$ cat config.mk
export PLATFORM = sky130hd
export DESIGN_NAME = reg_file_param_flat
export DESIGN_NICKNAME = d
export VERILOG_FILES = /design/src/rtl/reg_file_param_if.sv /design/src/rtl/reg_file_param.sv /design/src/flat_wrapper.sv
export SDC_FILE = /design/constraint.sdc
export NUM_CORES = 1
export LEC_CHECK = 0
export CAP_MARGIN = 10
export CORE_MARGIN = 5
export CORE_UTILIZATION = 64
export DETAILED_ROUTE_END_ITERATION = 8
export GPL_ROUTABILITY_DRIVEN = 0
export PLACE_DENSITY = 0.85
export SLEW_MARGIN = 20
export SYNTH_ARGS = -nofsm -noshare
export SYNTH_HDL_FRONTEND = slang
export SYNTH_SLANG_ARGS = --single-unit
$ cat constraint.sdc
create_clock -name clk -period 5.5 [get_ports clk]
set_input_delay 1.1 -clock clk [delete_from_list [all_inputs] [get_ports clk]]
set_output_delay 1.1 -clock clk [all_outputs]
set_load 0.02 [all_outputs]
$ cat src/rtl/reg_file_param_if.sv
// reg_file_param_if -- decode/writeback bus of the register file.
//   Write port  : wr_en, wr_id, wr_data; decoded one-hot select on wordline.
//   Read ports  : rd_id1/rd_id2 -> rd_data1/rd_data2, rd_busy1/rd_busy2.
//   Scoreboard  : busy_set, busy_id (mark pending); busy_vec (full state).
// master = decode/writeback side, slave = register file.
interface reg_file_param_if #(
  parameter int DATA_WIDTH = 16,
  parameter int ADDR_WIDTH = 4
);
  localparam int unsigned NUM_REGS = 2 ** ADDR_WIDTH;

  logic                  wr_en;
  logic [ADDR_WIDTH-1:0] wr_id;
  logic [DATA_WIDTH-1:0] wr_data;
  logic [NUM_REGS-1:0]   wordline;
  logic [ADDR_WIDTH-1:0] rd_id1;
  logic [ADDR_WIDTH-1:0] rd_id2;
  logic [DATA_WIDTH-1:0] rd_data1;
  logic [DATA_WIDTH-1:0] rd_data2;
  logic                  busy_set;
  logic [ADDR_WIDTH-1:0] busy_id;
  logic                  rd_busy1;
  logic                  rd_busy2;
  logic [NUM_REGS-1:0]   busy_vec;

  modport master (
    output wr_en, wr_id, wr_data, rd_id1, rd_id2, busy_set, busy_id,
    input  wordline, rd_data1, rd_data2, rd_busy1, rd_busy2, busy_vec
  );

  modport slave (
    input  wr_en, wr_id, wr_data, rd_id1, rd_id2, busy_set, busy_id,
    output wordline, rd_data1, rd_data2, rd_busy1, rd_busy2, busy_vec
  );
endinterface

$ cat src/rtl/reg_file_param.sv
// reg_file_param -- 2**ADDR_WIDTH x DATA_WIDTH register file with one-hot
// write decoder, two asynchronous read ports and a pending-write scoreboard.
//   clk  : rising-edge clock
//   rst  : synchronous active-high reset (clears registers and scoreboard)
//   bus  : reg_file_param_if.slave (write, read, scoreboard signals)
// Parameters: DATA_WIDTH, ADDR_WIDTH, ZERO_REG (r0 hardwired to zero, never busy).
// Optional macro REGFILE_BYPASS_EN: forwards same-cycle write data to the read
// ports and shows a same-cycle clear on rd_busyN (busy_vec stays registered).
module reg_file_param #(
  parameter int DATA_WIDTH = 16,
  parameter int ADDR_WIDTH = 4,
  parameter int ZERO_REG   = 1
) (
  input logic             clk,
  input logic             rst,
  reg_file_param_if.slave bus
);
  localparam int unsigned NUM_REGS = 2 ** ADDR_WIDTH;

  logic [DATA_WIDTH-1:0] regs [NUM_REGS];
  logic [NUM_REGS-1:0]   wordline;
  logic [NUM_REGS-1:0]   busy_q;
  logic [NUM_REGS-1:0]   busy_d;
  logic                  zero1;
  logic                  zero2;

  always_comb begin
    wordline = '0;
    for (int unsigned i = 0; i < NUM_REGS; i++) begin
      wordline[i] = bus.wr_en && (bus.wr_id == ADDR_WIDTH'(i));
    end
    if (ZERO_REG != 0) wordline[0] = 1'b0;
  end

  // Set has priority over clear: the newly issued instruction owns the register.
  always_comb begin
    busy_d = busy_q;
    for (int unsigned i = 0; i < NUM_REGS; i++) begin
      if (bus.busy_set && (bus.busy_id == ADDR_WIDTH'(i))) begin
        busy_d[i] = 1'b1;
      end else if (bus.wr_en && (bus.wr_id == ADDR_WIDTH'(i))) begin
        busy_d[i] = 1'b0;
      end
    end
    if (ZERO_REG != 0) busy_d[0] = 1'b0;
  end

  always_ff @(posedge clk) begin
    if (rst) begin
      for (int unsigned i = 0; i < NUM_REGS; i++) begin
        regs[i] <= '0;
      end
      busy_q <= '0;
    end else begin
      for (int unsigned i = 0; i < NUM_REGS; i++) begin
        if (wordline[i]) regs[i] <= bus.wr_data;
      end
      busy_q <= busy_d;
    end
  end

  always_comb begin
    zero1 = (ZERO_REG != 0) && (bus.rd_id1 == '0);
    zero2 = (ZERO_REG != 0) && (bus.rd_id2 == '0);

    bus.rd_data1 = zero1 ? '0 : regs[bus.rd_id1];
    bus.rd_data2 = zero2 ? '0 : regs[bus.rd_id2];
    bus.rd_busy1 = busy_q[bus.rd_id1];
    bus.rd_busy2 = busy_q[bus.rd_id2];

`ifdef REGFILE_BYPASS_EN
    if (bus.wr_en && (bus.wr_id == bus.rd_id1) && !zero1) begin
      bus.rd_data1 = bus.wr_data;
      bus.rd_busy1 = bus.busy_set && (bus.busy_id == bus.rd_id1);
    end
    if (bus.wr_en && (bus.wr_id == bus.rd_id2) && !zero2) begin
      bus.rd_data2 = bus.wr_data;
      bus.rd_busy2 = bus.busy_set && (bus.busy_id == bus.rd_id2);
    end
`endif
  end

  assign bus.wordline = wordline;
  assign bus.busy_vec = busy_q;

endmodule

$ cat src/flat_wrapper.sv
// flat-port wrapper written by rule: the top's interface ports become plain ports
module reg_file_param_flat 
#(
  parameter int DATA_WIDTH = 16,
  parameter int ADDR_WIDTH = 4,
  parameter int ZERO_REG   = 1
)
  (clk, rst, bus_wr_en, bus_wr_id, bus_wr_data, bus_rd_id1, bus_rd_id2, bus_busy_set, bus_busy_id, bus_wordline, bus_rd_data1, bus_rd_data2, bus_rd_busy1, bus_rd_busy2, bus_busy_vec);
  reg_file_param_if #(.DATA_WIDTH(DATA_WIDTH), .ADDR_WIDTH(ADDR_WIDTH)) bus_i ();
  input logic clk;
  input logic rst;
  input wire logic [$bits(bus_i.wr_en)-1:0] bus_wr_en;
  input wire logic [$bits(bus_i.wr_id)-1:0] bus_wr_id;
  input wire logic [$bits(bus_i.wr_data)-1:0] bus_wr_data;
  input wire logic [$bits(bus_i.rd_id1)-1:0] bus_rd_id1;
  input wire logic [$bits(bus_i.rd_id2)-1:0] bus_rd_id2;
  input wire logic [$bits(bus_i.busy_set)-1:0] bus_busy_set;
  input wire logic [$bits(bus_i.busy_id)-1:0] bus_busy_id;
  output wire logic [$bits(bus_i.wordline)-1:0] bus_wordline;
  output wire logic [$bits(bus_i.rd_data1)-1:0] bus_rd_data1;
  output wire logic [$bits(bus_i.rd_data2)-1:0] bus_rd_data2;
  output wire logic [$bits(bus_i.rd_busy1)-1:0] bus_rd_busy1;
  output wire logic [$bits(bus_i.rd_busy2)-1:0] bus_rd_busy2;
  output wire logic [$bits(bus_i.busy_vec)-1:0] bus_busy_vec;
  assign bus_i.wr_en = bus_wr_en;
  assign bus_i.wr_id = bus_wr_id;
  assign bus_i.wr_data = bus_wr_data;
  assign bus_i.rd_id1 = bus_rd_id1;
  assign bus_i.rd_id2 = bus_rd_id2;
  assign bus_i.busy_set = bus_busy_set;
  assign bus_i.busy_id = bus_busy_id;
  assign bus_wordline = bus_i.wordline;
  assign bus_rd_data1 = bus_i.rd_data1;
  assign bus_rd_data2 = bus_i.rd_data2;
  assign bus_rd_busy1 = bus_i.rd_busy1;
  assign bus_rd_busy2 = bus_i.rd_busy2;
  assign bus_busy_vec = bus_i.busy_vec;
  reg_file_param #(.DATA_WIDTH(DATA_WIDTH), .ADDR_WIDTH(ADDR_WIDTH), .ZERO_REG(ZERO_REG)) u_core (.clk(clk), .rst(rst), .bus(bus_i));
endmodule
==> results.yml <==
floorplan:
  die_h_um: 153.0
  io_pins: 102
  initial_utilization: 0.6488
  fp.dieArea_um2: 23410
  die-width_um: 153.0
  fp-row-count: 52
  core_area_um2: 20170
worst_setup_path:
  cp-end-kind: "output port"
  critPathSlowestCell: "clkdlybuf4s50_1"
  path_class: "in -> out"
  crit_path_start_kind: "primary input"
  slowest_delay_ns: 0.70
  critPathRequiredTime_ns: 4.40
  path_common_cell: "clkdlybuf4s50_1"
  worst-path-buf-inv: 2
  crit_chain: "clkdlybuf4s50_1 -> nand2b_1 -> nor2_1 -> a311oi_1 -> a32oi_1 -> clkdlybuf4s50_1"
  path_max_fanout: 16
  arrival_ns: 3.94
  critical-path-top-delay-family: "buffers and inverters"
logic_synthesis:
  synth_common_cells: "240 x edfxtp_1, 179 x nor2_1, 79 x mux2i_1"
  synthTopCellsByArea: "edfxtp_1 55%, mux4_2 12%, mux2i_1 6.0%, nor2_1 5.1%, mux2_2 2.6%"
  ys_types: 41
  synth_flop_cell: "edfxtp_1"
  yosysMostFrequentCell: "edfxtp_1"
  synth_top_area_cell: "edfxtp_1"
  seq_area_frac_synth: 0.5737
  synth-seq-cells: 255
  yosysTopAreaCellShare: 0.5507
  ys_async_sr_fraction: 0
  avgSynthCellArea_um2: 13.37
  netlist_instances: 979
  synth_area_um2: 13090
  synth-edff-count: 240
  ys_warn_count: 0
grt:
  antenna_found_initial: 1
  grt_pass1_wl_um: 58740
  grt_max_degree: 56
  grt_pass1_vias: 9583
  grtUsageTotal: 0.3338
  grt_overflow: 0
final_layout:
  finalInstanceArea_um2: 15010
  antenna_cells: 0
  areaGrowthSynthToFinish_pct: 14.68
  fin_nets: 1082
  drive_gt1_frac: 0.1718
routing:
  vias_per_cell: 7.111
  vias: 9493
  drtAntennaViolNets: 0
  routedWlPerCell_um: 29.44
  post-route-drc-count: 0
  routed_wl_um: 39300
  drt-pass1-iter-count: 5
  drt_iter0_drc: 1436
place:
  hpwlAfterDp_um: 24890
  portBuffers: 99
  postPlaceCellArea_um2: 14180
  place_worst_setup_slack_ns: 0.6554
cts:
  cts_tree: "done"
  cts_resized: 0
  path_clk_slew_ns: 0.06
  clk_latency_ns: 0.53
  cts_setup_buffers: 0
  cts_root_buffer: "clkbuf_16"
  cts-hold-fix-buffers: 0
  clock-sinks: 255
  htree_levels: 1
  cts_buffers: 26
  ctsLongestPathBuffers: 3
timing:
  finalMaxSlewViolations: 0
  tightest_slew_ns: 1.207
  final_hold_viol_count: 0
  period_share: 0.9167
  fin_crit_ns: 5.042
  relSlewSlack: 0.1951
  clock.fmax_mhz: 198.3
  fin_tns_setup_ns: 0
  rsz0062_at_grt: "false"
  setup_slack_ns: 0.4582
  setup_viol: 0
  worst_clock_skew_ns: 0
  whs_ns: 0.5286
power:
  netSwitchingFraction: 0.2540
  internal-power_mw: 3.560
  finalPower_mw: 4.772
  p_comb_frac: 0.151
  clkPwrFrac: 0.359
  cellLeakagePower_nw: 5.390
  power_switching_mw: 1.212
  p_seq_frac: 0.490
  ir_worst_vdd_mv: 0.2418
  powerDensity_nw_per_um2: 318.0
outcome:
  outcome: "complete, no violations"
hold_path:
  min_path_type: "reg -> reg"
flow_run:
  maxCapViolations: 0
## path summary, 6_finish.rpt
kind	slack, ns	startpoint	depth (start not counted)	to
worst max-delay path	0.46	bus_rd_id2[0]	6	bus_rd_data2[14]
worst min register to register	0.53	u_core.bus.busy_vec[15]	2	u_core.bus.busy_vec[15]
worst max register to register	4.70	u_core.bus.busy_vec[2]	2	u_core.bus.busy_vec[2]
worst min-delay path	0.53	u_core.bus.busy_vec[15]	2	u_core.bus.busy_vec[15]
## cell families after synthesis
kind of cell | share of synthesized area
other | 0.0002866
AND/OR/NAND/NOR | 0.09198
buffers and inverters | 0.04522
AO/OA/AOI/OAI | 0.07668
flip-flops | 0.5737
multiplexers | 0.2122
## layout by cell type (no fill, tap or decap), types with 30 or more instances in the layout
cell type        instances
edfxtp_1               240
a21oi_1                 50
mux2i_1                 79
mux2_2                  30
nor2_1                 179
mux4_2                  72
o22ai_1                 30
clkdlybuf4s50_1         94
nand2_1                 32
## worst min-delay path, cell delays in order, from the launching register on
cell     delay [ns]
dfxtp_1        0.34
o21ai_0        0.08
a21oi_1        0.06
## cell type report
cell class	instances	area, µm²
sequential	255	7507
fill	1278	5162
multi-input combinational	609	4996
timing repair buffer	127	1244
clock buffer	31	690.7
tap	270	337.8
clock inverter	16	130.1
inverter	27	101.3
## layer usage
metal,routed length (µm),vias up,share of wire,global-route usage
met5,10,-,0.00025,0
met4,2874,2,0.073,0.1909
met3,4947,169,0.13,0.06899
met2,18230,856,0.46,0.5260
met1,13240,4614,0.34,0.4365
li1,-,3852,-,-
## registers in the layout, summed over array words and instances, names as in the netlist
signal	cells
u_core.bus.busy_vec	15
u_core.regs	240
## through the flow
| stage | cells | utilization |
|---|---|---|
| after floorplan | 980 | - |
| after CTS | 1335 | 0.7438 |
| after global routing | 1335 | 0.7440 |
| after global placement | 1288 | 0.7031 |
| final | 1335 | 0.7440 |
| after detailed placement | 1288 | 0.7031 |
## power by group through the flow
stage          logic, mW  registers [mW]  clock network, mW
3_5_place_dp       0.704            2.37                  0
5_1_grt            0.747            2.35               1.79
4_1_cts            0.709            2.33               1.71
2_1_floorplan      0.446            2.34                  0
3_3_place_gp       0.691            2.36                  0
6_report           0.720            2.34               1.71
(Power assumes the default switching activity.)
